===== config.mk =====
export PLATFORM = sky130hd
export DESIGN_NAME = pwm_capture
export DESIGN_NICKNAME = d
export VERILOG_FILES = /design/src/rtl/pwm_pkg.sv /design/src/rtl/pwm_sync.sv /design/src/rtl/pwm_capture.sv
export SDC_FILE = /design/constraint.sdc
export NUM_CORES = 1
export LEC_CHECK = 0
export BUFFER_PORTS_ARGS = -buffer_cell sky130_fd_sc_hd__buf_2
export CAP_MARGIN = 0
export CORE_MARGIN = 3
export CORE_UTILIZATION = 25
export DETAILED_ROUTE_END_ITERATION = 10
export HOLD_SLACK_MARGIN = 0.02
export SETUP_SLACK_MARGIN = 0.4
export SYNTH_ARGS = -nofsm -noshare
export SYNTH_HDL_FRONTEND = slang
export SYNTH_SLANG_ARGS = --single-unit

===== constraint.sdc =====
create_clock -name ck -period 2.6 [get_ports ck]
set_input_delay 0.13 -clock ck [delete_from_list [all_inputs] [get_ports ck]]
set_output_delay 0.13 -clock ck [all_outputs]
set_load 0.02 [all_outputs]

===== src/rtl/pwm_pkg.sv =====
// pwm_pkg
//   Shared definitions for the PWM generator/capture pair: the capture FSM
//   state encoding and a helper returning the all-ones value of an N-bit
//   counter, which is the timeout threshold of the capture counter.
package pwm_pkg;

    typedef enum logic [1:0] {
        IDLE = 2'd0,
        HIGH = 2'd1,
        LOW  = 2'd2
    } pwm_state_t;

    // Largest value an unsigned counter of width cnt_w can hold.
    function automatic logic [63:0] cnt_max(input int cnt_w);
        return (64'd1 << cnt_w) - 64'd1;
    endfunction

endpackage


===== src/rtl/pwm_sync.sv =====
// pwm_sync
//   Multi-flop synchronizer that brings the asynchronous PWM pin into the ck
//   domain. Every flop clears on reset.
// Ports
//   ck     in  system clock
//   rst_n  in  synchronous reset, active-low
//   d      in  asynchronous input
//   s      out synchronized output (d delayed by SYNC_STAGES flops)
module pwm_sync #(
    parameter int SYNC_STAGES = 2   // at least 2 for metastability settling
) (
    input  logic ck,
    input  logic rst_n,
    input  logic d,
    output logic s
);

    logic [SYNC_STAGES-1:0] chain_reg;
    logic [SYNC_STAGES-1:0] chain_next;

    // Stage 0 samples the pin; each later stage samples its predecessor.
    generate
        for (genvar gi = 0; gi < SYNC_STAGES; gi++) begin : g_stage
            if (gi == 0) begin : g_first
                assign chain_next[gi] = d;
            end else begin : g_rest
                assign chain_next[gi] = chain_reg[gi-1];
            end
        end
    endgenerate

    always_ff @(posedge ck) begin
        if (!rst_n) begin
            chain_reg <= '0;
        end else begin
            chain_reg <= chain_next;
        end
    end

    assign s = chain_reg[SYNC_STAGES-1];

endmodule


===== src/rtl/pwm_capture.sv =====
// pwm_capture
//   Samples an external PWM pin and measures, in ck cycles, the high time and
//   the period of each complete PWM cycle. A cycle is measured from one rising
//   edge to the next; after leaving IDLE the first rising edge only arms the
//   measurement, so a partially observed cycle is never reported.
// Ports
//   ck          in  system clock
//   rst_n       in  synchronous reset, active-low
//   en          in  capture enable; low forces IDLE and holds the results
//   pwm_in      in  asynchronous PWM pin
//   high_cnt    out high time of the last complete cycle
//   period_cnt  out period of the last complete cycle
//   meas_valid  out one-cycle pulse when high_cnt/period_cnt were updated
//   timeout     out one-cycle pulse when no edge arrived for CNT_MAX cycles
//   level       out synchronized pin level (tells 0% from 100% after timeout)
module pwm_capture
    import pwm_pkg::*;
#(
    parameter int CNT_W       = 16,
    parameter int SYNC_STAGES = 2
) (
    input  logic             ck,
    input  logic             rst_n,
    input  logic             en,
    input  logic             pwm_in,
    output logic [CNT_W-1:0] high_cnt,
    output logic [CNT_W-1:0] period_cnt,
    output logic             meas_valid,
    output logic             timeout,
    output logic             level
);

    localparam logic [CNT_W-1:0] CNT_MAX = CNT_W'(cnt_max(CNT_W));
    localparam logic [CNT_W-1:0] CNT_ONE = CNT_W'(1);

    logic             s;
    logic             s_d_reg;
    logic             rise_reg;
    logic             fall_reg;

    pwm_state_t       state_reg, state_next;
    logic [CNT_W-1:0] cnt_reg, cnt_next;
    logic [CNT_W-1:0] hi_lat_reg, hi_lat_next;
    logic [CNT_W-1:0] high_cnt_reg, high_cnt_next;
    logic [CNT_W-1:0] period_cnt_reg, period_cnt_next;
    logic             meas_valid_reg, meas_valid_next;
    logic             timeout_reg, timeout_next;

    pwm_sync #(
        .SYNC_STAGES (SYNC_STAGES)
    ) u_sync (
        .ck    (ck),
        .rst_n (rst_n),
        .d     (pwm_in),
        .s     (s)
    );

    always_ff @(posedge ck) begin
        if (!rst_n) begin
            s_d_reg        <= 1'b0;
            rise_reg       <= 1'b0;
            fall_reg       <= 1'b0;
            state_reg      <= IDLE;
            cnt_reg        <= '0;
            hi_lat_reg     <= '0;
            high_cnt_reg   <= '0;
            period_cnt_reg <= '0;
            meas_valid_reg <= 1'b0;
            timeout_reg    <= 1'b0;
        end else begin
            // Edge strobes are registered; both edges see the same extra
            // delay, so the measured widths are unaffected and the result
            // pulse lands SYNC_STAGES+2 edges after the pin edge.
            s_d_reg        <= s;
            rise_reg       <= s & ~s_d_reg;
            fall_reg       <= ~s & s_d_reg;
            state_reg      <= state_next;
            cnt_reg        <= cnt_next;
            hi_lat_reg     <= hi_lat_next;
            high_cnt_reg   <= high_cnt_next;
            period_cnt_reg <= period_cnt_next;
            meas_valid_reg <= meas_valid_next;
            timeout_reg    <= timeout_next;
        end
    end

    always_comb begin
        state_next      = state_reg;
        cnt_next        = cnt_reg;
        hi_lat_next     = hi_lat_reg;
        high_cnt_next   = high_cnt_reg;
        period_cnt_next = period_cnt_reg;
        meas_valid_next = 1'b0;
        timeout_next    = 1'b0;

        if (!en) begin
            state_next  = IDLE;
            cnt_next    = '0;
            hi_lat_next = '0;
        end else begin
            case (state_reg)
                IDLE: begin
                    cnt_next = '0;
                    if (rise_reg) begin
                        state_next = HIGH;
                        cnt_next   = CNT_ONE;
                    end
                end
                HIGH, LOW: begin
                    // The counter restarts at 1 on a rise so that it equals
                    // the number of cycles since the rise, inclusive.
                    cnt_next = rise_reg ? CNT_ONE : cnt_reg + CNT_ONE;
                    if (state_reg == HIGH && fall_reg) begin
                        state_next  = LOW;
                        hi_lat_next = cnt_reg;
                    end
                    if (state_reg == LOW && rise_reg) begin
                        state_next      = HIGH;
                        high_cnt_next   = hi_lat_reg;
                        period_cnt_next = cnt_reg;
                        meas_valid_next = 1'b1;
                    end
                    // An edge arriving exactly at the limit takes priority.
                    if (!rise_reg && !fall_reg && cnt_reg == CNT_MAX) begin
                        state_next   = IDLE;
                        cnt_next     = '0;
                        timeout_next = 1'b1;
                    end
                end
                default: begin
                    state_next = IDLE;
                    cnt_next   = '0;
                end
            endcase
        end
    end

    assign high_cnt   = high_cnt_reg;
    assign period_cnt = period_cnt_reg;
    assign meas_valid = meas_valid_reg;
    assign timeout    = timeout_reg;
    assign level      = s;

endmodule


* Word level (Yosys, flattened, before mapping)
Cells that the tools add are included.
Word-level totals: memories 0, ROM bits 0, latch bits 0, input port bits 4, bits in registers 73, memory bits (writable) 0
Operators by class: shifts and indexed selects 0, equal/unequal tests 5, div/mod/pow operators 0, multipliers 0, bitwise operators 4, reduce and logical (&&, ||, !) cells 13, $add $sub $neg 1, order comparisons 0, multiplexer cells 11
Operators with widths (count):
- $mux 16 | 2
- $pmux 16 s2 | 1
- $add 16x1->16 const B | 1
- $eq 16x16->1 const B | 1
- $mux 2 | 4
- $reduce_and 2->1 | 3
- $reduce_and 3->1 | 2
- $logic_and 1x1->1 | 4
- $ne 4x4->1 const B | 1
- $pmux 2 s2 | 1
- $mux 1 | 3
- $and 1x1->1 | 2
- $eq 2x1->1 const B | 1
- $eq 2x2->1 const B | 1
- $logic_not 1->1 | 2
- $logic_not 2->1 | 1
- $ne 2x2->1 const B | 1
- $not 1->1 | 2
- $reduce_or 2->1 | 1

* Logic depth before layout (Yosys ltp)
Gate-level depths: netlist of run 1.
word-level depth 6, mapped depth 8, gate-level depth less buffers 6

* By module
A second synthesis of run 1 with hierarchy kept.
Unflattened totals: cells, all modules 340, area total of the unflattened synthesis 2894.0 um^2
Modules (own cells, without submodules):
- pwm_capture | cells each 336, area each 2841.5 um^2, instances 1
- pwm_sync | cells each 4, area each 52.6 um^2, instances 1

* Worst setup path after synthesis of run 1
OpenSTA, ideal clock, no wires.
kind register to register, start register cnt_reg[0], end register cnt_reg[10], arrival 1.805 ns, stages on the path, launching flop included 8, setup time 0.115 ns, path buffers 2, path slack 0.680 ns, data required time 2.485 ns, path through dfxtp_1 -> ha_1 -> nand2_1 -> or4_1 -> buf_6 -> o2111ai_4 -> buf_6 -> nor2_1
On the way: cells in the longest elaborated chain, start to end 4
Ends and longest elaborated chain:
- start, declared | RTL line pwm_capture.sv:42 | logic [CNT_W-1:0] cnt_reg, cnt_next;
- start signal, assigned | RTL line pwm_capture.sv:78 | cnt_reg <= cnt_next;
- $add 16x1->16 or $eq 16x16->1 (tied branches) | RTL line pwm_capture.sv:112, pwm_capture.sv:124
- $mux 16 or $logic_and 1x1->1 (tied branches) | RTL line pwm_capture.sv:112, pwm_capture.sv:124
- $mux 16 * | RTL line pwm_capture.sv:124 | if (!rise_reg && !fall_reg && cnt_reg == CNT_MAX) begin
- $pmux 16 s2 * | RTL line pwm_capture.sv:101 | case (state_reg)
Every way passes the cells marked *; elsewhere a longest branch is shown, timed or not. A chain may end at the register's enable or synchronous reset.

* Final worst setup path of run 1
start register cnt_reg[0], end register cnt_reg[14]
Same word-level chain as after synthesis.

==> reports/results.txt, run 1 <==
Status -> finished, final reports clean
Share of power burned in registers -> 46.1%
Layout cells sized above 1 -> 17.4%
GPL Wtd Cong -> 0.837
First-pass GRT wire length -> 10800 um
Proportion of netlist area held by the largest area contributor -> 51.1%
Cells on worst reg2reg path -> 5
Finish-stage setup viols -> 0
Clock Power Share -> 52.5%
Die height -> 113 um
Hold Crit Depth -> 3
Core box area -> 11000 um2
Routed vias -> 2326
Post-DR vias/cell -> 4.48
Synth Area per Inst -> 8.48 um2
CP Class -> reg2reg
Multi-input gate area -> 1290 um2
DRC viols -> 0
Xor/xnor cell area share of the yosys netlist -> 3.37%
Yosys reg bits -> 73
Rel. slew slack -> 63.1%
Crit. End Element -> register
Final hold vios -> 0
Top post-synthesis cells by area -> dfxtp_1 51%, nand2_1 14%, a21boi_0 8.4%
Final critical-path required period -> 2.02 ns
Net Sw Power -> 0.479 mW
Worst Tran Pin Value -> 0.554 ns
Max cap viols -> 0
Yosys cell types -> 32
Initial antenna violation count -> 0
Cells after Synth -> 337
Final Cycle Share -> 77.6%
HP Class -> in2reg
Post-DP Area -> 3180 um2
Gr ovfl total -> 0
Setup repair after global routing missed its margin -> false
Leakage power -> 1.25 nW
Synthesis Warnings -> 0
Clock Pin Slew Worst Setup and Hold Paths -> 0.06 ns
Die width -> 113 um
GRT Overall Usage -> 10.4%
Setup TNS -> 0 ns
Int Power -> 1.96 mW
Cell taking the most area after synthesis -> dfxtp_1
CTS max path bufs -> 2
Clock Root Buffer -> clkbuf_16
Synthesized area -> 2860 um2
Final ANT Viol Nets -> 0
Max-slew violation count -> 0
Site row count -> 38
Critical path peak fanout -> 8
Sw Ratio -> 19.6%
Critical path arrival -> 2.28 ns
Io pins -> 39
DRT Pass-1 Iters -> 4
Drt total wl -> 6350 um
Total CTS buffers -> 9
Commonest non-fill, non-tap cells in the layout -> 103 x nand2_1, 73 x dfxtp_1, 38 x buf_2, 32 x a21boi_0, 20 x a21oi_1
WL/cell -> 12.2 um
Post-Synth Simple-Gate Area -> 23.3%
FF/Latch Area -> 1460 um2
FMAX -> 0.495 GHz
Total chip power -> 2.44 mW
H-tree level count -> 3
Post-Synth Adder-Cell Area -> 2.19%
Fill cells -> 1165
Power Density -> 691 nW/um2
Die ar. -> 12800 um2
Fin area -> 3530 um2
Fin nets -> 383
# clock sinks -> 73
CTS tree -> built
Worst Clk Skew -> 0.00606 ns
Most common cell after layout, fill and taps aside -> nand2_1
Largest family of logic cells by synthesized area -> simple AND/OR/NAND/NOR gates
Mux contribution to synthesized area -> 0%
Mapped Nets -> 346
Pin count of the biggest net entering global routing -> 38
DR iter-0 viols -> 166
Gate power share -> 1.4%
DP Wirelength -> 4540 um
I/O Buffers -> 38
Crit start category -> register
Antenna diode instance count -> 0
Sequential area share after synthesis -> 51.1%
Worst-skew pair later-pin latency -> 0.32 ns
Area Growth Syn to Fin -> 23.5%
Vias in the first global route -> 2225
Req. time, crit path -> 2.86 ns
Initial Util -> 25.9%
Synth Area in Compound Gates -> 16.0%
Max VDD drop -> 0.330 mV
==> synth_stat cells <==
library cell  count
nand2_1         103
dfxtp_1          73
a21boi_0         32
a21oi_1          20
nor2_1           18
clkbuf_1         17
nand3_1          10
inv_1             8
o21ai_0           6
xor2_1            6
ha_1              5
xnor2_1           5
and3_1            4
nor3_1            4
and2_1            3
or3_1             3
buf_6             2
nand4_1           2
nor2b_1           2
or4b_2            2
a2111oi_0         1
a21oi_2           1
a22oi_1           1
nand3_2           1
nor4_1            1
o2111ai_4         1
o211a_1           1
o211ai_1          1
o221ai_1          1
o2bb2ai_1         1
or4_1             1
or4b_1            1
==> layout make-up <==
cell class | instances | share of cell area, %
clock inverters | 3 | 1.31
repair buffers | 45 | 7.40
clock buffers | 13 | 7.65
multi-input cells | 237 | 36.5
inverters | 8 | 0.850
flip-flops and latches | 73 | 41.4
well taps | 140 | 4.96
==> power by group through the flow <==
| stage | registers [mW] | logic (mW) | clock network [mW] |
|---|---|---|---|
| floorplan | 1.15 | 0.0232 | 0 |
| global placement | 1.15 | 0.0337 | 0 |
| detailed placement | 1.15 | 0.0338 | 0 |
| CTS | 1.12 | 0.0352 | 1.30 |
| global route | 1.12 | 0.0388 | 1.35 |
| finish | 1.12 | 0.0343 | 1.28 |
==> logic make-up (layout without fill, tap and decap cells) <==
group                      count (synthesis)  after routing
and+or+nand+nor                          155            155
xor gates and xnor gates                  11             11
adders and majority gates                  5              5
buffers and inverters                     27             69
DFF                                       73             73
AOI/OAI and AO/OA                         66             66
==> stage by stage <==
step                util [%]  worst slack, ns  hold slack [ns]  std cells
global placement        28.8            0.465            0.342        501
detailed placement      28.8            0.384            0.338        501
global route            32.0            0.449            0.164        519
floorplan                  -            0.680            0.257        337
finish                  32.0            0.581            0.136        519
CTS                     32.0            0.465            0.126        519
==> worst max-delay path, cell delays in order (launching register included) <==
cell and delay, ns:
dfxtp_1 0.44, ha_1 0.24, nand2_1 0.12, or4_4 0.61, or3_1 0.39, a21oi_2 0.13
==> timing repair <==
item,CTS,global route
setup buffers,1,0
endpoints found under the setup margin,13,18
cloned,0,0
resized for setup,0,2
hold buffers,1,0
pin swaps,1,0
endpoints found under the hold margin,1,0
==> per-layer routing <==
layer | global-route usage [%] | part of all wire [%] | vias up | wire length [um]
li1 | - | - | 1192 | -
met1 | 13.0 | 47 | 1081 | 2990
met2 | 17.4 | 48 | 49 | 3020
met3 | 2.83 | 4.6 | 4 | 289
met4 | 3.53 | 0.79 | 0 | 50
met5 | 0 | 0 | - | 0
==> path summary, 6_finish.rpt <==
kind         startpoint           to  slack (ns)
max          cnt_reg[0]  cnt_reg[14]        0.58
min                  en      timeout        0.14
min reg2reg     s_d_reg     rise_reg        0.42
max reg2reg  cnt_reg[0]  cnt_reg[14]        0.58
(Power assumes the default switching activity.)
==> run 2, diff against run 1 <==
==> constraint.sdc (replaced) <==
create_clock -name ck -period 1.6 [get_ports ck]
set_input_delay 0.08 -clock ck [delete_from_list [all_inputs] [get_ports ck]]
set_output_delay 0.08 -clock ck [all_outputs]
set_load 0.02 [all_outputs]
==> run 2 against run 1 <==
The flow now finishes with violations (negative setup slack). Clock-buffer cell count increased by 1. Sequential share of layout area decreased by 11 points. Combinational power increased by 130%. Die area unchanged.
==> reports/results.txt, run 2 (synthesis results as in run 1) <==
Status -> complete, but fails checks
Violated checks -> negative setup slack
Final hold vios -> 0
Req. time, crit path -> 1.81 ns
Hold Worst Slack -> 0.0955 ns
Worst-skew pair later-pin latency -> 0.33 ns
# clock sinks -> 73
Die ar. -> 12800 um2
Worst Tran Pin Value -> 0.380 ns
GPL Wtd Cong -> 0.797
Critical-path top delay cell -> or4_4
Site row count -> 38
Worst Clk Skew -> 0.00569 ns
Io pins -> 39
Die height -> 113 um
Fin nets -> 449
Final critical-path required period -> 1.71 ns
Pre-CTS setup slack -> -0.197 ns
Crit. End Element -> register
Crit-path cells -> ha_4, nand2_2, or4_4, buf_6, o211a_1, o2bb2ai_1
Crit start category -> register
Setup repair after global routing missed its margin -> true
CTS tree -> built
Commonest non-fill, non-tap cells in the layout -> 62 x dfxtp_1, 49 x nand2_1, 45 x buf_4, 38 x buf_2, 32 x nand2_4
Multi-input gate area -> 1810 um2
Flop2flop setup slack -> -0.11 ns
HP Class -> in2reg
WP depth -> 6
WP buf/inv -> 1
Core box area -> 11000 um2
FF/Latch Area -> 1490 um2
Reg-to-reg critical path endpoint -> state_reg[1]
Finish-stage setup viols -> 17
Cells on worst reg2reg path -> 6
CTS max path bufs -> 2
DP Wirelength -> 5090 um
Max-slew violation count -> 0
Slack of the critical path -> -0.107 ns
Critical path arrival -> 1.92 ns
Vias in the first global route -> 2636
I/O Buffers -> 38
Critical path endpoint -> state_reg[1]
Crit path launch -> cnt_reg[1]
Clock Pin Slew Worst Setup and Hold Paths -> 0.06 ns
Final ANT Viol Nets -> 0
DRT Pass-1 Iters -> 4
Post-DR vias/cell -> 4.67
Routed vias -> 2734
Critical path peak fanout -> 5
WL/cell -> 14.6 um
Critical Path Max Stage Delay -> 0.53 ns
CP Class -> reg2reg
Most common cell after layout, fill and taps aside -> dfxtp_1
Initial Util -> 25.9%
Gr ovfl total -> 0
Fill cells -> 993
Drt total wl -> 8550 um
Clock Root Buffer -> clkbuf_16
Pin count of the biggest net entering global routing -> 38
GRT Overall Usage -> 12.9%
Rel. slew slack -> 74.6%
Max VDD drop -> 0.604 mV
FMAX -> 0.586 GHz
DRC viols -> 0
Area Growth Syn to Fin -> 69.5%
Setup TNS -> -0.703 ns
Max cap viols -> 0
Initial antenna violation count -> 0
CP top delay family -> simple AND/OR/NAND/NOR gates
DR iter-0 viols -> 152
FF-to-FF Start -> cnt_reg[1]
First-pass GRT wire length -> 12800 um
Total CTS buffers -> 9
H-tree level count -> 3
Leakage power -> 2.18 nW
Die width -> 113 um
Antenna diode instance count -> 0
Power Density -> 818 nW/um2
Layout cells sized above 1 -> 53.3%
Final Cycle Share -> 107%
run 2: where the power goes:
| group | internal (mW) | switching (mW) | total, mW |
|---|---|---|---|
| combinational | 0.0371 | 0.0421 | 0.0792 |
| sequential | 1.81 | 0.00317 | 1.82 |
| clock | 1.33 | 0.734 | 2.07 |
| total | 3.18 | 0.779 | 3.96 |
run 2: area by class of cell:
| cell class | instances | area share (%) |
|---|---|---|
| multi-input cells | 237 | 37.3 |
| flip-flops and latches | 73 | 30.8 |
| repair buffers | 111 | 21.3 |
| clock buffers | 14 | 5.66 |
| well taps | 140 | 3.62 |
| clock inverters | 2 | 0.723 |
| inverters | 8 | 0.620 |
run 2: how the worst min path moves through the flow:
stage,start,end,depth (start not counted),slack [ns]
5_1_grt,en,timeout,3,0.11
6_report,en,timeout,3,0.1
2_1_floorplan,pwm_in,u_sync.chain_reg[0],1,0.21
4_1_cts,en,timeout,3,0.05
3_5_place_dp,pwm_in,u_sync.chain_reg[0],2,0.29
3_3_place_gp,pwm_in,u_sync.chain_reg[0],2,0.29
run 2: through the flow:
step | total power, mW | std cells | instance area [um2] | utilization, %
2_1_floorplan | 1.90 | 337 | 3020 | -
3_3_place_gp | 1.92 | 532 | 3550 | 32.2
3_5_place_dp | 1.92 | 532 | 3550 | 32.2
4_1_cts | 3.99 | 568 | 4390 | 39.8
5_1_grt | 4.09 | 585 | 4840 | 43.9
6_report | 3.96 | 585 | 4840 | 43.9
run 2: repair_timing:
item                                    CTS  global route
endpoints found under the setup margin   67            67
hold buffers                              1             0
resized for setup                        84            72
gates cloned                              5             4
buffers inserted                         14            13
pin swaps                                30            44
endpoints found under the hold margin     1             0
run 2: routing by layer:
metal / routed length, um / track usage (%)
met3: 308 / 4.01
met1: 3240 / 13.1
met2: 4790 / 23.5
met5: 0 / 0
met4: 213 / 6.49
run 2: worst register-to-register path: stages (launching register included):
cell       delay, ns
dfxtp_4         0.36
ha_4            0.14
nand2_2         0.05
or4_4           0.53
buf_6           0.15
o211a_1         0.23
o2bb2ai_1       0.14
